==> src/rtl/arbt_pkg.sv <==
// Shared arbiter definitions: policy selector, control-state encoding and index sizing.
package arbt_pkg;

  typedef enum logic [1:0] {
    ARBT_FP_LSB,
    ARBT_FP_MSB,
    ARBT_RR
  } arbt_mode_e;

  typedef enum logic {
    ST_IDLE,
    ST_PEND
  } arbt_state_e;

  // A single-bit index is kept even for degenerate widths so ports never collapse to zero bits.
  function automatic int arbt_idx_width(input int n);
    return (n <= 2) ? 1 : $clog2(n);
  endfunction

endpackage

==> src/rtl/arbt_rr_if.sv <==
// Request/grant bundle between N request sources, the arbiter and the single consumer.
interface arbt_rr_if
  import arbt_pkg::*;
#(
  parameter int DATA_WIDTH = 32,
  parameter int ARBT_WIDTH = 4
) ();

  localparam int IDX_WIDTH = arbt_idx_width(ARBT_WIDTH);

  logic [DATA_WIDTH-1:0] data_i [ARBT_WIDTH];
  logic [ARBT_WIDTH-1:0] req_i;
  logic [ARBT_WIDTH-1:0] gnt_o;
  logic [DATA_WIDTH-1:0] data_o;
  logic [IDX_WIDTH-1:0]  idx_o;
  logic                  rdy_o;
  logic                  ack_i;

  modport master (
    output data_i, req_i, ack_i,
    input  gnt_o, data_o, idx_o, rdy_o
  );

  modport slave (
    input  data_i, req_i, ack_i,
    output gnt_o, data_o, idx_o, rdy_o
  );

endinterface

==> src/rtl/arbt_pick.sv <==
// Combinational circular priority selector: first set request at or after start,
// searching upward (or downward when MSB_FIRST) with wrap-around.
module arbt_pick #(
  parameter int WIDTH     = 4,
  parameter int IDX_W     = 2,
  parameter bit MSB_FIRST = 1'b0
) (
  input  logic [WIDTH-1:0] req,
  input  logic [IDX_W-1:0] start,
  output logic             found,
  output logic [IDX_W-1:0] idx
);

  always_comb begin
    found = 1'b0;
    idx   = '0;
    for (int k = 0; k < WIDTH; k++) begin
      int p;
      logic [IDX_W-1:0] pos;
      p = MSB_FIRST ? (int'(start) - k) : (int'(start) + k);
      if (p >= WIDTH) p = p - WIDTH;
      if (p < 0)      p = p + WIDTH;
      pos = IDX_W'(p);
      if (!found && req[pos]) begin
        found = 1'b1;
        idx   = pos;
      end
    end
  end

endmodule

==> src/rtl/arbt_rr.sv <==
// N-way arbiter with fixed-priority or round-robin policy, registered single-entry
// output stage and back-to-back hand-off when the consumer acknowledges.
module arbt_rr
  import arbt_pkg::*;
#(
  parameter int                    DATA_WIDTH = 32,
  parameter int                    ARBT_WIDTH = 4,
  parameter arbt_mode_e            ARBT_MODE  = ARBT_RR,
  parameter logic [DATA_WIDTH-1:0] RESET_VAL  = '0
) (
  input  logic       clk_i,
  input  logic       rst_ni,
  arbt_rr_if.slave   bus
);

  localparam int IDX_WIDTH = arbt_idx_width(ARBT_WIDTH);

  generate
    if (ARBT_WIDTH < 2) begin : g_width_check
      $error("arbt_rr: ARBT_WIDTH must be at least 2");
    end
  endgenerate

  arbt_state_e           state_q, state_d;
  logic [ARBT_WIDTH-1:0] gnt_q, gnt_d;
  logic [DATA_WIDTH-1:0] data_q, data_d;
  logic [IDX_WIDTH-1:0]  idx_q, idx_d;
  logic [IDX_WIDTH-1:0]  ptr_q, ptr_d;

  logic                  pend_q;
  logic                  arb_en;
  logic [ARBT_WIDTH-1:0] eff_req;
  logic [IDX_WIDTH-1:0]  start;
  logic                  found;
  logic [IDX_WIDTH-1:0]  win;

  assign pend_q  = (state_q == ST_PEND);
  assign arb_en  = !pend_q || bus.ack_i;
  // A requester still sees its grant this cycle; its held level is not a fresh request.
  assign eff_req = bus.req_i & ~gnt_q;

  always_comb begin
    start = '0;
    if (ARBT_MODE == ARBT_RR)          start = ptr_q;
    else if (ARBT_MODE == ARBT_FP_MSB) start = IDX_WIDTH'(ARBT_WIDTH - 1);
  end

  arbt_pick #(
    .WIDTH     (ARBT_WIDTH),
    .IDX_W     (IDX_WIDTH),
    .MSB_FIRST (ARBT_MODE == ARBT_FP_MSB)
  ) u_pick (
    .req   (eff_req),
    .start (start),
    .found (found),
    .idx   (win)
  );

  always_comb begin
    state_d = state_q;
    gnt_d   = '0;
    data_d  = data_q;
    idx_d   = idx_q;
    ptr_d   = ptr_q;
    if (arb_en) begin
      if (found) begin
        state_d    = ST_PEND;
        gnt_d[win] = 1'b1;
        data_d     = bus.data_i[win];
        idx_d      = win;
        // Explicit wrap so non-power-of-two widths rotate correctly.
        if (ARBT_MODE == ARBT_RR) begin
          ptr_d = (win == IDX_WIDTH'(ARBT_WIDTH - 1)) ? '0 : win + IDX_WIDTH'(1);
        end
      end else begin
        state_d = ST_IDLE;
      end
    end
  end

  // Output stage: grant pulse, payload, index, pending flag and rotation pointer
  always_ff @(posedge clk_i or negedge rst_ni) begin
    if (!rst_ni) begin
      state_q <= ST_IDLE;
      gnt_q   <= '0;
      data_q  <= RESET_VAL;
      idx_q   <= '0;
      ptr_q   <= '0;
    end else begin
      state_q <= state_d;
      gnt_q   <= gnt_d;
      data_q  <= data_d;
      idx_q   <= idx_d;
      ptr_q   <= ptr_d;
    end
  end

  assign bus.gnt_o  = gnt_q;
  assign bus.data_o = data_q;
  assign bus.idx_o  = idx_q;
  assign bus.rdy_o  = pend_q;

  a_gnt_onehot0: assert property (@(posedge clk_i) disable iff (!rst_ni)
    $onehot0(gnt_q));

  a_hold_stable: assert property (@(posedge clk_i) disable iff (!rst_ni)
    (pend_q && !bus.ack_i) |=> ($stable(data_q) && $stable(idx_q) && pend_q));

  a_gnt_idx: assert property (@(posedge clk_i) disable iff (!rst_ni)
    (gnt_q != '0) |-> gnt_q[idx_q]);

endmodule
==> src/flat_wrapper.sv <==
// flat-port wrapper written by rule: the top's interface ports become plain ports
module arbt_rr_flat import arbt_pkg::*;
#(
  parameter int                    DATA_WIDTH = 32,
  parameter int                    ARBT_WIDTH = 4,
  parameter arbt_mode_e            ARBT_MODE  = ARBT_RR,
  parameter logic [DATA_WIDTH-1:0] RESET_VAL  = '0
)
  (clk_i, rst_ni, bus_data_i, bus_req_i, bus_ack_i, bus_gnt_o, bus_data_o, bus_idx_o, bus_rdy_o);
  arbt_rr_if #(.DATA_WIDTH(DATA_WIDTH), .ARBT_WIDTH(ARBT_WIDTH)) bus_i ();
  input  logic clk_i;
  input  logic rst_ni;
  input wire logic [$bits(bus_i.data_i)-1:0] bus_data_i;
  input wire logic [$bits(bus_i.req_i)-1:0] bus_req_i;
  input wire logic [$bits(bus_i.ack_i)-1:0] bus_ack_i;
  output wire logic [$bits(bus_i.gnt_o)-1:0] bus_gnt_o;
  output wire logic [$bits(bus_i.data_o)-1:0] bus_data_o;
  output wire logic [$bits(bus_i.idx_o)-1:0] bus_idx_o;
  output wire logic [$bits(bus_i.rdy_o)-1:0] bus_rdy_o;
  assign bus_i.data_i = {>>{bus_data_i}};
  assign bus_i.req_i = bus_req_i;
  assign bus_i.ack_i = bus_ack_i;
  assign bus_gnt_o = bus_i.gnt_o;
  assign bus_data_o = bus_i.data_o;
  assign bus_idx_o = bus_i.idx_o;
  assign bus_rdy_o = bus_i.rdy_o;
  arbt_rr #(.DATA_WIDTH(DATA_WIDTH), .ARBT_WIDTH(ARBT_WIDTH), .ARBT_MODE(ARBT_MODE), .RESET_VAL(RESET_VAL)) u_core (.clk_i(clk_i), .rst_ni(rst_ni), .bus(bus_i));
endmodule
==> config.mk <==
export PLATFORM = sky130hd
export DESIGN_NAME = arbt_rr_flat
export DESIGN_NICKNAME = d
export VERILOG_FILES = /design/src/rtl/arbt_pkg.sv /design/src/rtl/arbt_rr_if.sv /design/src/rtl/arbt_pick.sv /design/src/rtl/arbt_rr.sv /design/src/flat_wrapper.sv
export SDC_FILE = /design/constraint.sdc
export NUM_CORES = 1
export LEC_CHECK = 0
export BUFFER_PORTS_ARGS = -buffer_cell sky130_fd_sc_hd__buf_4
export CAP_MARGIN = 20
export CORE_ASPECT_RATIO = 0.6
export CORE_UTILIZATION = 47
export CTS_BUF_LIST = sky130_fd_sc_hd__clkbuf_8
export CTS_CLUSTER_DIAMETER = 80
export DETAILED_ROUTE_END_ITERATION = 10
export HOLD_SLACK_MARGIN = 0.03
export PLACE_DENSITY = 0.89
export SKIP_LAST_GASP = 1
export SLEW_MARGIN = 20
export SYNTH_ARGS = -nofsm -noshare
export SYNTH_HDL_FRONTEND = slang
export SYNTH_HIERARCHICAL = 1
export SYNTH_SLANG_ARGS = --single-unit
==> constraint.sdc <==
create_clock -name clk_i -period 5.2 [get_ports clk_i]
set_input_delay 0 -clock clk_i [delete_from_list [all_inputs] [get_ports clk_i]]
set_output_delay 0 -clock clk_i [all_outputs]
set_load 0.01 [all_outputs]
== After elaboration in Yosys (flattened, before gate mapping) ==
Cells that the tools add are included.

* Add/sub/neg operators: 12
* Multipliers: 0
* Divide/modulo/power cells: 0
* $lt $le $gt $ge: 15
* Equal/unequal tests: 1
* Shifts and indexed selects: 0
* Mux-type cells: 33
* Bitwise gates (word level): 3
* Reductions and logical operators: 10

{| class="wikitable"
|+ Operator list
! operator !! number
|-
| $mux 32 || 6
|-
| $lt 32x1->1 const B || 4
|-
| $bmux 32 s2 || 1
|-
| $mux 2 || 9
|-
| $lt 2x3->1 const B || 5
|-
| $ge 3x3->1 const B || 4
|-
| $sub 3x3->4 const B || 3
|-
| $add 2x1->2 const B || 5
|-
| $mux 1 || 10
|-
| $bmux 1 s2 || 4
|-
| $mux 4 || 2
|-
| $add 2x2->3 const B || 2
|-
| $and 4x4->4 || 1
|-
| $logic_and 1x1->1 || 4
|-
| $logic_not 1->1 || 4
|-
| $not 4->4 || 1
|-
| $sub 2x3->4 const B || 1
|-
| $add 2x1->3 const B || 1
|-
| $ge 2x3->1 const B || 1
|-
| $not 2->3 || 1
|-
| $demux 1 s2 || 1
|-
| $eq 2x2->1 const B || 1
|-
| $ge 2x1->1 const B || 1
|-
| $reduce_and 2->1 || 1
|-
| $logic_or 1x1->1 || 1
|}

* Register bits: 41
* Latch bits: 0
* Bits in writable memories: 0
* ROM bits: 0
* Bits of input ports: 135
* Output and inout bits: 39
* Logic and storage cells: 79
* Memories kept: 0

== Depth between registers and ports, before layout ==
Gate-level depths: netlist of run 1.

* Depth in word-level cells: 22
* Gate-level depth with buffers: 9
* Gate-level depth less buffers: 7

== Cells and area by module ==
The synthesis of run 1 kept the hierarchy.

{| class="wikitable"
|+ Modules (own cells, without submodules)
! module !! instances !! cells an instance !! area an instance (sq um) !! sequential area each (sq um)
|-
| arbt_rr || 1 || 140 || 2504.9 || 1026.0
|-
| arbt_pick || 1 || 15 || 77.6 || 0.0
|}

== Worst setup path after synthesis of run 1 ==
OpenSTA, ideal clock, no wires.

* Path kind: register to register
* Start point: reg u_core.gnt_q[1] (netlist: u_core/bus.gnt_o[1])
* End point: reg u_core.data_q[10] (netlist: u_core/bus.data_o[10])
* Setup time: 0.125 ns
* Data arrival time: 2.312 ns
* Required time: 5.075 ns
* Path slack: 2.763 ns
* Stages on the path, launching flop included: 9
* Buffers on the path: 2
* Clock period less this slack: 2.437 ns
* Cell sequence: dfrtp_1 -> nor2b_1 -> inv_1 -> a221o_1 -> a21oi_1 -> buf_6 -> buf_12 -> mux4_2 -> mux2_4

* Word-level cells in the longest chain between the ends: 18
* Elaborated cells on any way between the ends: 29
* Those cells by class: mux (19); bitwise (3); reduce/logical (7)

{| class="wikitable"
|+ RTL lines
! what !! RTL line !! source
|-
| start: declaration || arbt_rr.sv:25 || <nowiki>logic [ARBT_WIDTH-1:0] gnt_q, gnt_d;</nowiki>
|-
| start signal: assignment || arbt_rr.sv:91 || <nowiki>gnt_q <= gnt_d;</nowiki>
|-
| $not 4->4 * || arbt_rr.sv:40 || <nowiki>assign eff_req = bus.req_i & ~gnt_q;</nowiki>
|-
| $and 4x4->4 * || arbt_rr.sv:40 ||
|-
| via u_core.eff_req[1] || arbt_rr.sv:32 || <nowiki>logic [ARBT_WIDTH-1:0] eff_req;</nowiki>
|-
| $bmux 1 s2 || arbt_pick.sv:24 || <nowiki>if (!found && req[pos]) begin</nowiki>
|-
| $mux 1 (not written as such) || arbt_pick.sv:24 ||
|-
| $mux 1 || arbt_pick.sv:24 ||
|-
| $logic_not 1->1 || arbt_pick.sv:24 ||
|-
| $logic_and 1x1->1 || arbt_pick.sv:24 ||
|-
| (+3 left out) || -- ||
|-
| $mux 1 || arbt_pick.sv:24 ||
|-
| $logic_not 1->1 || arbt_pick.sv:24 ||
|-
| $logic_and 1x1->1 || arbt_pick.sv:24 ||
|-
| $mux 2 * || arbt_pick.sv:24 ||
|-
| via u_core.win[0] || arbt_rr.sv:35 || <nowiki>logic [IDX_WIDTH-1:0] win;</nowiki>
|-
| $not 2->3 (not written as such) * || arbt_rr.sv:69 || <nowiki>data_d = bus.data_i[win];</nowiki>
|-
| $bmux 32 s2 * || arbt_rr.sv:69 ||
|-
| $mux 32 (not written as such) * (2 in series) || arbt_rr.sv:69 ||
|-
| end signal: assignment || arbt_rr.sv:92 || <nowiki>data_q <= data_d;</nowiki>
|-
| end: declaration || arbt_rr.sv:26 || <nowiki>logic [DATA_WIDTH-1:0] data_q, data_d;</nowiki>
|}

The timed path passes the listed nets; every way through them passes the cells marked *. The select of a mux whose other input is x is not followed.
A chain may end at the register's enable or synchronous reset.

== Worst setup path in the final report of run 1 ==
* Start point: reg u_core.gnt_q[1] (netlist: u_core/bus.gnt_o[1])
* End point: reg u_core.data_q[29] (netlist: u_core/bus.data_o[29])

The elaborated chain is that of the path after synthesis.

==> impl_metrics.yaml, run 1 <==
yosys:
  yosys_warnings: 6
  synthFlopType: "dfrtp_1"
  synth_area_leader_cell: "dfrtp_1"
  ys_seq_area_share_pct: 39.7
  synth_edf_count: 0
  synth_top_area_share_pct: 39.7
  ys_types: 24
  synth_nets: 294
  netlist_area_um2: 2580
  async_flop_share_pct: 100
  netlist_top_cells_area: "dfrtp_1, mux4_2, mux2_4, mux2_2, mux4_1"
  syn_inst: 155
  synthTopCellsByCount: "dfrtp_1, mux4_2, mux2_4"
  synth.avg_cell_area_um2: 16.7
  yosysMostFrequentCell: "dfrtp_1"
  ys_seq_elements: 41
sta:
  finalHoldViolCount: 0
  maxSlewHeadroom_pct: 30.9
  setup_viol: 0
  tns_ps: 0
  worst_pin_slew_ps: 1040
  period_needed_ps: 3190
  fin_crit_sh_pct: 61.3
  slew_viol_final: 0
  fin_skew_ps: 10.1
  rsz0062_at_grt: "no"
  timing.fmax_ghz: 0.313
clock_network:
  cts_setup_buffers: 0
  ctsResizeCount: 0
  insertion_delay_ps: 290
  tritoncts: "yes"
  hold_buffers: 1
  clock_path_buffers: 2
  cts_root_buf: "clkbuf_8"
  clock-sinks: 41
  path_clk_slew_ps: 90
  cts-htree-levels: 2
  cts_buffers: 5
worst_hold_path:
  holdPathStages: 3
  hold_start: "bus_ack_i"
  worstHoldEndpoint: "u_core/bus.rdy_o$_DFFE_PN0P_"
  hp-class: "in -> reg"
outcome:
  status: "finished, violations left"
  violations: "design-rule violations"
setup_path:
  reg2reg_depth: 7
  end_kind: "flop"
  ff2ff_setup_slack_ps: 2010
  cp-start-kind: "flop"
  crit_required_ps: 5370
  arrival_ps: 3360
  path_max_fanout: 24
  crit-reg2reg-launch: "u_core/bus.gnt_o[1]$_DFF_PN0_"
  worstSetupPathType: "reg -> reg"
  reg2reg_to: "u_core/bus.data_o[29]$_DFFE_PN0P_"
die:
  start_util_pct: 49.9
  core_area_um2: 5180
  ios: 174
  dieArea_um2: 5800
  dieHeight_um: 59.4
  rows: 20
  die_x_um: 97.7
layout:
  syn2layout_area_growth_pct: 54.8
  utilization_pct: 77.2
  finalNetCount: 465
  drive_gt1_share_pct: 76.5
  diodes: 0
drt:
  drc: 22
  postRouteAntennaNets: 0
  drt-wirelength-per-cell_um: 17.3
  drt-initial-drc-count: 54
  routed_wirelength_um: 6790
  vias: 2112
  dr.pass1.iters: 7
  vias_per_cell: 5.37
power_and_ir_drop:
  p_leak_nw: 1.95
  ir_drop_mv: 0.229
  power_density_nw_per_um2: 489
global_route:
  grt_util_all_layers_pct: 23.7
  overflow: 0
  grt_pass1_vias: 2216
  antenna_found_initial: 0
  grt_pass1_wl_um: 10300
  grt_max_degree: 42
run:
  drv_cap: 0
placed_design:
  hpwl_um: 5260
  place_congestion: 0.776
  portBuffers: 173
==> cells by family (layout without fill, tap and decap cells) <==
logic type      after synthesis  in the layout  synth area share (%)
compound gates                7              7                  1.70
fa+ha+maj                     4              4                  1.94
buf+inv                      19            191                  5.86
flops                        41             41                  39.7
mux                          68             68                  47.2
simple gates                 16             16                  3.54
==> flip-flops by register name, indices dropped and copies added (netlist names) <==
name / count
u_core/bus.idx_o: 2
u_core/ptr_q: 2
u_core/bus.gnt_o: 4
u_core/bus.rdy_o: 1
u_core/bus.data_o: 32
==> metal layers <==
| metal | vias up | global-route usage, % | routed length (um) |
|---|---|---|---|
| met3 | 8 | 6.01 | 536 |
| li1 | 951 | - | - |
| met4 | 0 | 6.93 | 101 |
| met1 | 1052 | 27.2 | 2470 |
| met2 | 101 | 45.0 | 3680 |
| met5 | - | 0 | 0 |
==> where the power goes <==
part           switching [mW]  internal [mW]  leakage, nW
Combinational           0.445          0.730         1.42
Clock                   0.116         0.0953       0.0445
Sequential             0.0926          0.475        0.484
==> worst max path at each step <==
stage                                              from                           endpoint  slack (ps)  depth (start not counted)
after floorplan           u_core/bus.gnt_o[1]$_DFF_PN0_  u_core/bus.data_o[10]$_DFFE_PN0P_        2760                          8
after global placement    u_core/bus.gnt_o[1]$_DFF_PN0_   u_core/bus.data_o[5]$_DFFE_PN0P_        2060                          7
after detailed placement  u_core/bus.gnt_o[1]$_DFF_PN0_  u_core/bus.data_o[29]$_DFFE_PN0P_        2000                          7
after CTS                 u_core/bus.gnt_o[1]$_DFF_PN0_  u_core/bus.data_o[29]$_DFFE_PN0P_        1960                          7
after global routing      u_core/bus.gnt_o[1]$_DFF_PN0_   u_core/bus.data_o[5]$_DFFE_PN0P_        1710                          7
final                     u_core/bus.gnt_o[1]$_DFF_PN0_  u_core/bus.data_o[29]$_DFFE_PN0P_        2010                          7
==> final cells by class <==
class	count	area, um^2
repair buffers	176	1340
fillers	323	1180
clock buffers	5	68.8
well taps	66	82.6
inverters	7	26.3
clock inverters	3	21.3
flip-flops and latches	41	1030
multi-input cells	95	1430
==> through the flow <==
step           cell area (um^2)  hold WS, ps  total power [mW]  instances  setup WS [ps]
6_report                   4000          111              1.95        393           2010
4_1_cts                    3970         99.2              1.96        392           1960
5_1_grt                    4000          139              2.07        393           1710
2_1_floorplan              2580         -296              1.37        155           2760
3_5_place_dp               3870         15.3              1.74        383           2000
3_3_place_gp               3870         10.8              1.71        383           2060
==> cells in the final DEF (no fill, tap or decap), drive strengths merged <==
master / count
o21ai: 1
dfrtp: 41
and3: 4
nor2: 2
clkinvlp: 1
o221ai: 1
buf: 175
clkbuf: 5
inv: 8
mux4: 32
nand2: 1
dlygate4sd3: 1
ha: 4
a21oi: 4
nand2b: 3
clkinv: 1
nor2b: 4
and2: 1
nand3: 1
mux2: 36
a221o: 1
==> critical path, cell delays in order, from the launching register on <==
cell     delay [ps]
dfrtp_1         380
nor2b_1         170
inv_1            90
a221o_1         400
a21oi_4         760
buf_4           420
mux4_2          550
mux2_4          280
Power figures use the tool's default switching activity.
==> inputs of run 2 (changes only) <==
--- a/config.mk
+++ b/config.mk
@@ -8,12 +8,12 @@
 export BUFFER_PORTS_ARGS = -buffer_cell sky130_fd_sc_hd__buf_4
 export CAP_MARGIN = 20
 export CORE_ASPECT_RATIO = 0.6
-export CORE_UTILIZATION = 47
+export CORE_UTILIZATION = 43
 export CTS_BUF_LIST = sky130_fd_sc_hd__clkbuf_8
 export CTS_CLUSTER_DIAMETER = 80
 export DETAILED_ROUTE_END_ITERATION = 10
 export HOLD_SLACK_MARGIN = 0.03
-export PLACE_DENSITY = 0.89
+export PLACE_DENSITY = 0.82
 export SKIP_LAST_GASP = 1
 export SLEW_MARGIN = 20
 export SYNTH_ARGS = -nofsm -noshare
==> constraint.sdc (replaced) <==
create_clock -name clk_i -period 3.05 [get_ports clk_i]
set_input_delay 0 -clock clk_i [delete_from_list [all_inputs] [get_ports clk_i]]
set_output_delay 0 -clock clk_i [all_outputs]
set_load 0.01 [all_outputs]
==> impl_metrics.yaml, run 2 (synthesis results as in run 1) <==
global_route:
  use_met1_pct: 25.5
  overflow: 0
  antenna_found_initial: 0
  grt_pass1_vias: 2042
  grt_use_met2_pct: 38.6
  gr-usage-met3_pct: 6.38
  grt_max_degree: 42
  grt_util_all_layers_pct: 21.2
  gr-max-usage-layer: "met2"
  grt_pass1_wl_um: 9800
power_and_ir_drop:
  clockPowerShare_pct: 12.3
  ir_drop_mv: 0.378
  pwr-share-comb_pct: 59.3
  power_density_nw_per_um2: 842
  swShare_pct: 32.5
  p_seq_share_pct: 28.4
  p_leak_nw: 1.97
  internal_power_mw: 2.30
  switchingPower_mw: 1.11
setup_path:
  path_max_fanout: 12
  end_kind: "flop"
  cp_slowest_stage_delay_ps: 580
  crit_required_ps: 3240
  cp_num_buf_inv: 2
  cpLargestDelayFamily: "multiplexers"
  crit_chain: "nor2b_1 -> inv_1 -> a221o_1 -> a21oi_4 -> buf_4 -> mux4_1 -> mux2_2"
  critPathSlowestCell: "mux4_1"
  worstSetupPathType: "reg -> reg"
  cp-start-kind: "flop"
  arrival_ps: 2720
sta:
  period_needed_ps: 2540
  tns_ps: 0
  slew_viol_final: 0
  finalHoldViolCount: 0
  worst_pin_slew_ps: 528
  setup_viol: 0
  maxSlewHeadroom_pct: 64.8
  rsz0062_at_grt: "no"
  fin_crit_sh_pct: 83.2
  timing.fmax_ghz: 0.394
  fin_skew_ps: 13.8
layout:
  largest_reg_flops: 32
  finalNetCount: 467
  layout_commonest_cell: "buf_4"
  nFillCells: 417
  utilization_pct: 71.3
  drive_gt1_share_pct: 76.5
  final_cell_mix: "buf_4, dfrtp_1, mux4_2, mux2_4, mux2_2"
  diodes: 0
  syn2layout_area_growth_pct: 56.8
run:
  drv_cap: 0
clock_network:
  insertion_delay_ps: 290
  cts_root_buf: "clkbuf_8"
  clock_path_buffers: 2
  clock-sinks: 41
  cts-htree-levels: 2
  cts_buffers: 5
  ctsResizeCount: 0
  path_clk_slew_ps: 80
  tritoncts: "yes"
drt:
  routed_wirelength_um: 6800
  vias_per_cell: 5.14
  vias: 2098
  drt-initial-drc-count: 57
  drc: 0
  dr.pass1.iters: 4
  drt-wirelength-per-cell_um: 16.7
  postRouteAntennaNets: 0
placed_design:
  place_congestion: 0.747
  hpwl_um: 5270
  portBuffers: 173
die:
  dieHeight_um: 62.0
  start_util_pct: 45.5
  ios: 174
  die_x_um: 102
  core_area_um2: 5680
  dieArea_um2: 6330
  rows: 21
worst_hold_path:
  hp-class: "in -> reg"
outcome:
  status: "finished, final reports clean"
## run 2: cell count changes in the layout (fill, tap and decap cells not counted), sizes merged
cell,delta
inv,-1
clkinvlp,-1
bufinv,+1
buf,+2
## run 2: repair_timing
| item | 4_1_cts | 5_1_grt |
|---|---|---|
| buffers inserted | 0 | 0 |
| hold buffers | 1 | 0 |
| endpoints found under the hold margin | 41 | 0 |
## run 2: stage by stage
step	cell area, um^2	setup WS, ps	hold WS, ps	power (mW)	std cells
global route	4050	429	138	3.63	408
finish	4050	513	103	3.41	408
CTS	4050	526	85.7	3.45	408
global placement	3940	639	20.9	2.96	400
floorplan	2580	613	-296	2.34	155
detailed placement	3940	541	20.3	3.01	400
## run 2: final timing paths
check,slack (ps),start,depth (start not counted),endpoint
setup / recovery,510,u_core/bus.gnt_o[1]$_DFF_PN0_,7,u_core/bus.data_o[8]$_DFFE_PN0P_
hold / removal,100,bus_ack_i,3,u_core/bus.rdy_o$_DFFE_PN0P_
setup reg to reg,510,u_core/bus.gnt_o[1]$_DFF_PN0_,7,u_core/bus.data_o[8]$_DFFE_PN0P_
hold reg to reg,510,u_core/bus.data_o[28]$_DFFE_PN0P_,1,u_core/bus.data_o[28]$_DFFE_PN0P_
max in group asynchronous,2420,rst_ni,2,u_core/bus.data_o[2]$_DFFE_PN0P_
min in group asynchronous,270,rst_ni,2,u_core/bus.data_o[19]$_DFFE_PN0P_
## run 2: power groups by stage
stage	Combinational [mW]	Clock [mW]	Sequential, mW
after floorplan	1.26	0	1.07
after global placement	1.99	0	0.970
after detailed placement	2.04	0	0.974
after CTS	2.04	0.434	0.971
after global routing	2.17	0.459	1.00
final	2.02	0.419	0.967
## run 2: worst reg2reg max path: stages (launching register included)
cell     delay [ps]
dfrtp_1         400
nor2b_1         220
inv_1           100
a221o_1         390
a21oi_4         200
buf_4           270
mux4_1          580
mux2_2          270
## run 2: area by class of cell
type / count / area [um^2] / share of cell area, %
multi-input combinational: 95 / 1430 / 35.3
timing repair buffer: 178 / 1360 / 33.7
sequential: 41 / 1030 / 25.3
tap: 80 / 100 / 2.47
clock buffer: 5 / 68.8 / 1.70
clock inverter: 2 / 35.0 / 0.865
inverter: 7 / 26.3 / 0.649
## run 2: layer usage
metal / vias to the layer above / share of wire [%]
met3: 4 / 9.4
met1: 1044 / 40
met2: 100 / 50
li1: 950 / -
met5: - / 0
met4: 0 / 0.49
==> inputs of run 3 (changes only) <==
--- a/config.mk
+++ b/config.mk
@@ -5,15 +5,16 @@
 export SDC_FILE = /design/constraint.sdc
 export NUM_CORES = 1
 export LEC_CHECK = 0
+export ABC_AREA = 1
 export BUFFER_PORTS_ARGS = -buffer_cell sky130_fd_sc_hd__buf_4
 export CAP_MARGIN = 20
 export CORE_ASPECT_RATIO = 0.6
-export CORE_UTILIZATION = 43
+export CORE_UTILIZATION = 48
 export CTS_BUF_LIST = sky130_fd_sc_hd__clkbuf_8
 export CTS_CLUSTER_DIAMETER = 80
 export DETAILED_ROUTE_END_ITERATION = 10
 export HOLD_SLACK_MARGIN = 0.03
-export PLACE_DENSITY = 0.82
+export PLACE_DENSITY = 0.83
 export SKIP_LAST_GASP = 1
 export SLEW_MARGIN = 20
 export SYNTH_ARGS = -nofsm -noshare
==> constraint.sdc (replaced) <==
create_clock -name clk_i -period 2.5 [get_ports clk_i]
set_input_delay 0 -clock clk_i [delete_from_list [all_inputs] [get_ports clk_i]]
set_output_delay 0 -clock clk_i [all_outputs]
set_load 0.01 [all_outputs]
==> impl_metrics.yaml, run 3 <==
layout:
  nFillCells: 581
  drive_gt1_share_pct: 27.5
  syn2layout_area_growth_pct: 38.7
  largest_reg_flops: 32
  final_cell_mix: "nand2_1, buf_4, inv_1, nand3_1, dfrtp_1"
  finalNetCount: 914
  diodes: 0
  layout_commonest_cell: "nand2_1"
  utilization_pct: 70.7
yosys:
  synth.avg_cell_area_um2: 5.72
  ys_seq_area_share_pct: 29.2
  async_flop_share_pct: 100
  syn_inst: 613
  yosys_warnings: 6
  synthFlopType: "dfrtp_1"
  synth_top_area_share_pct: 30.8
  netlist_top_cells_area: "nand2_1, dfrtp_1, inv_1, nand3_1, buf_6"
  synth_nets: 752
  netlist_area_um2: 3510
  ys_seq_elements: 41
  synthTopCellsByCount: "nand2_1, inv_1, nand3_1"
  ys_types: 21
  synth_area_leader_cell: "nand2_1"
  synth_edf_count: 0
  yosysMostFrequentCell: "nand2_1"
sta:
  tns_ps: 0
  setup_viol: 0
  whs_ps: 98.0
  timing.fmax_ghz: 0.448
  maxSlewHeadroom_pct: 65.5
  fin_crit_sh_pct: 89.3
  finalHoldViolCount: 0
  fin_skew_ps: 5.39
  period_needed_ps: 2230
  slew_viol_final: 0
  worst_pin_slew_ps: 518
  rsz0062_at_grt: "no"
drt:
  dr.pass1.iters: 5
  vias_per_cell: 4.64
  drt-initial-drc-count: 273
  routed_wirelength_um: 9680
  drt-wirelength-per-cell_um: 11.2
  drc: 0
  postRouteAntennaNets: 0
  vias: 3996
clock_network:
  cts_setup_buffers: 0
  cts_root_buf: "clkbuf_8"
  cts_buffers: 5
  clock_path_buffers: 2
  insertion_delay_ps: 280
  path_clk_slew_ps: 80
  tritoncts: "yes"
  cts-htree-levels: 2
  clock-sinks: 41
global_route:
  grt_pass1_vias: 3640
  grt_max_degree: 45
  overflow: 0
  grt_pass1_wl_um: 15800
  antenna_found_initial: 0
  grt_util_all_layers_pct: 25.6
placed_design:
  portBuffers: 173
  hpwl_um: 7390
  place_congestion: 0.995
worst_hold_path:
  hp-class: "in -> reg"
setup_path:
  cp-start-kind: "flop"
  arrival_ps: 2380
  end_kind: "flop"
  path_max_fanout: 34
  worstSetupPathType: "reg -> reg"
  crit_required_ps: 2650
run:
  drv_cap: 0
die:
  dieHeight_um: 68.2
  rows: 23
  ios: 174
  dieArea_um2: 7670
  start_util_pct: 51.0
  die_x_um: 112
  core_area_um2: 6880
power_and_ir_drop:
  p_leak_nw: 3.25
  finalPower_mw: 7.30
  ir_drop_mv: 0.921
  power_density_nw_per_um2: 1500
outcome:
  status: "finished, final reports clean"
run 3: cell types whose count changed after synthesis, moves of 16 or more:
cell     change
nand2_1    +287
inv_1      +138
mux2_2      -16
mux4_2      -27
mux2_4      -20
nand3_1     +67
run 3: final timing paths:
kind                                                          end  slack (ps)  cells past startpoint                              start
worst max-delay path                  u_core/ptr_q[0]$_DFFE_PN0P_         270                     13        u_core/ptr_q[0]$_DFFE_PN0P_
worst min-delay path            u_core/bus.data_o[18]$_DFFE_PN0P_         100                      7                    bus_data_i[114]
worst max register to register        u_core/ptr_q[0]$_DFFE_PN0P_         270                     13        u_core/ptr_q[0]$_DFFE_PN0P_
worst min register to register  u_core/bus.data_o[11]$_DFFE_PN0P_         490                      2  u_core/bus.data_o[11]$_DFFE_PN0P_
max in group asynchronous             u_core/ptr_q[0]$_DFFE_PN0P_        1880                      2                             rst_ni
min in group asynchronous       u_core/bus.data_o[26]$_DFFE_PN0P_         240                      2                             rst_ni
run 3: critical path, stage by stage, from the launching register on:
cell and delay [ps]:
dfrtp_2 510, inv_2 130, nand2_1 110, nand2_2 80
nand2_2 90, nand2_2 70, nor2_4 120, nand3_1 100
nand3_1 200, buf_6 310, ha_1 210, inv_1 50
nand2_1 50, o21ai_0 80
run 3: metrics by stage:
step / worst slack, ps / cell area (um^2) / cells
after global placement: 294 / 4750 / 853
after floorplan: 523 / 3510 / 613
after global routing: 48.0 / 4860 / 862
final: 267 / 4860 / 862
after detailed placement: 136 / 4750 / 853
after CTS: 120 / 4860 / 862
run 3: area by class of cell:
| class | count | area, um^2 | area share [%] |
|---|---|---|---|
| multi-input combinational | 395 | 1690 | 34.8 |
| timing repair buffer | 184 | 1390 | 28.6 |
| sequential | 41 | 1030 | 21.1 |
| inverter | 148 | 558 | 11.5 |
| tap | 87 | 109 | 2.24 |
| clock buffer | 6 | 82.6 | 1.70 |
| clock inverter | 1 | 3.75 | 0.0772 |
run 3: where the power goes:
| group | switching [mW] | internal, mW | total [mW] |
|---|---|---|---|
| Combinational | 3.53 | 2.08 | 5.61 |
| Sequential | 0.222 | 1.04 | 1.26 |
| Clock | 0.209 | 0.215 | 0.424 |
run 3: kinds of logic (layout without fill, tap and decap cells):
group                    after synthesis  count (layout)  share of synthesized area, %
AND/OR/NAND/NOR                      386             386                          46.1
adder cells (fa/ha/maj)                4               4                          1.43
flip-flops                            41              41                          29.2
buffers and inverters                177             339                          22.5
AO/OA/AOI/OAI                          5               5                         0.713
run 3: layer usage:
| layer | up-vias | GRT usage, % | wire length (um) |
|---|---|---|---|
| met5 | - | 0 | 0 |
| met4 | 0 | 6.50 | 146 |
| met3 | 16 | 4.69 | 721 |
| met2 | 190 | 46.2 | 4470 |
| met1 | 1721 | 32.4 | 4340 |
| li1 | 2069 | - | - |
run 3: what timing repair did:
item | 4_1_cts | 5_1_grt
hold endpoints to repair | 42 | 0
hold buffers | 2 | 0
endpoints found under the setup margin | 0 | 38
resized for setup | 0 | 4
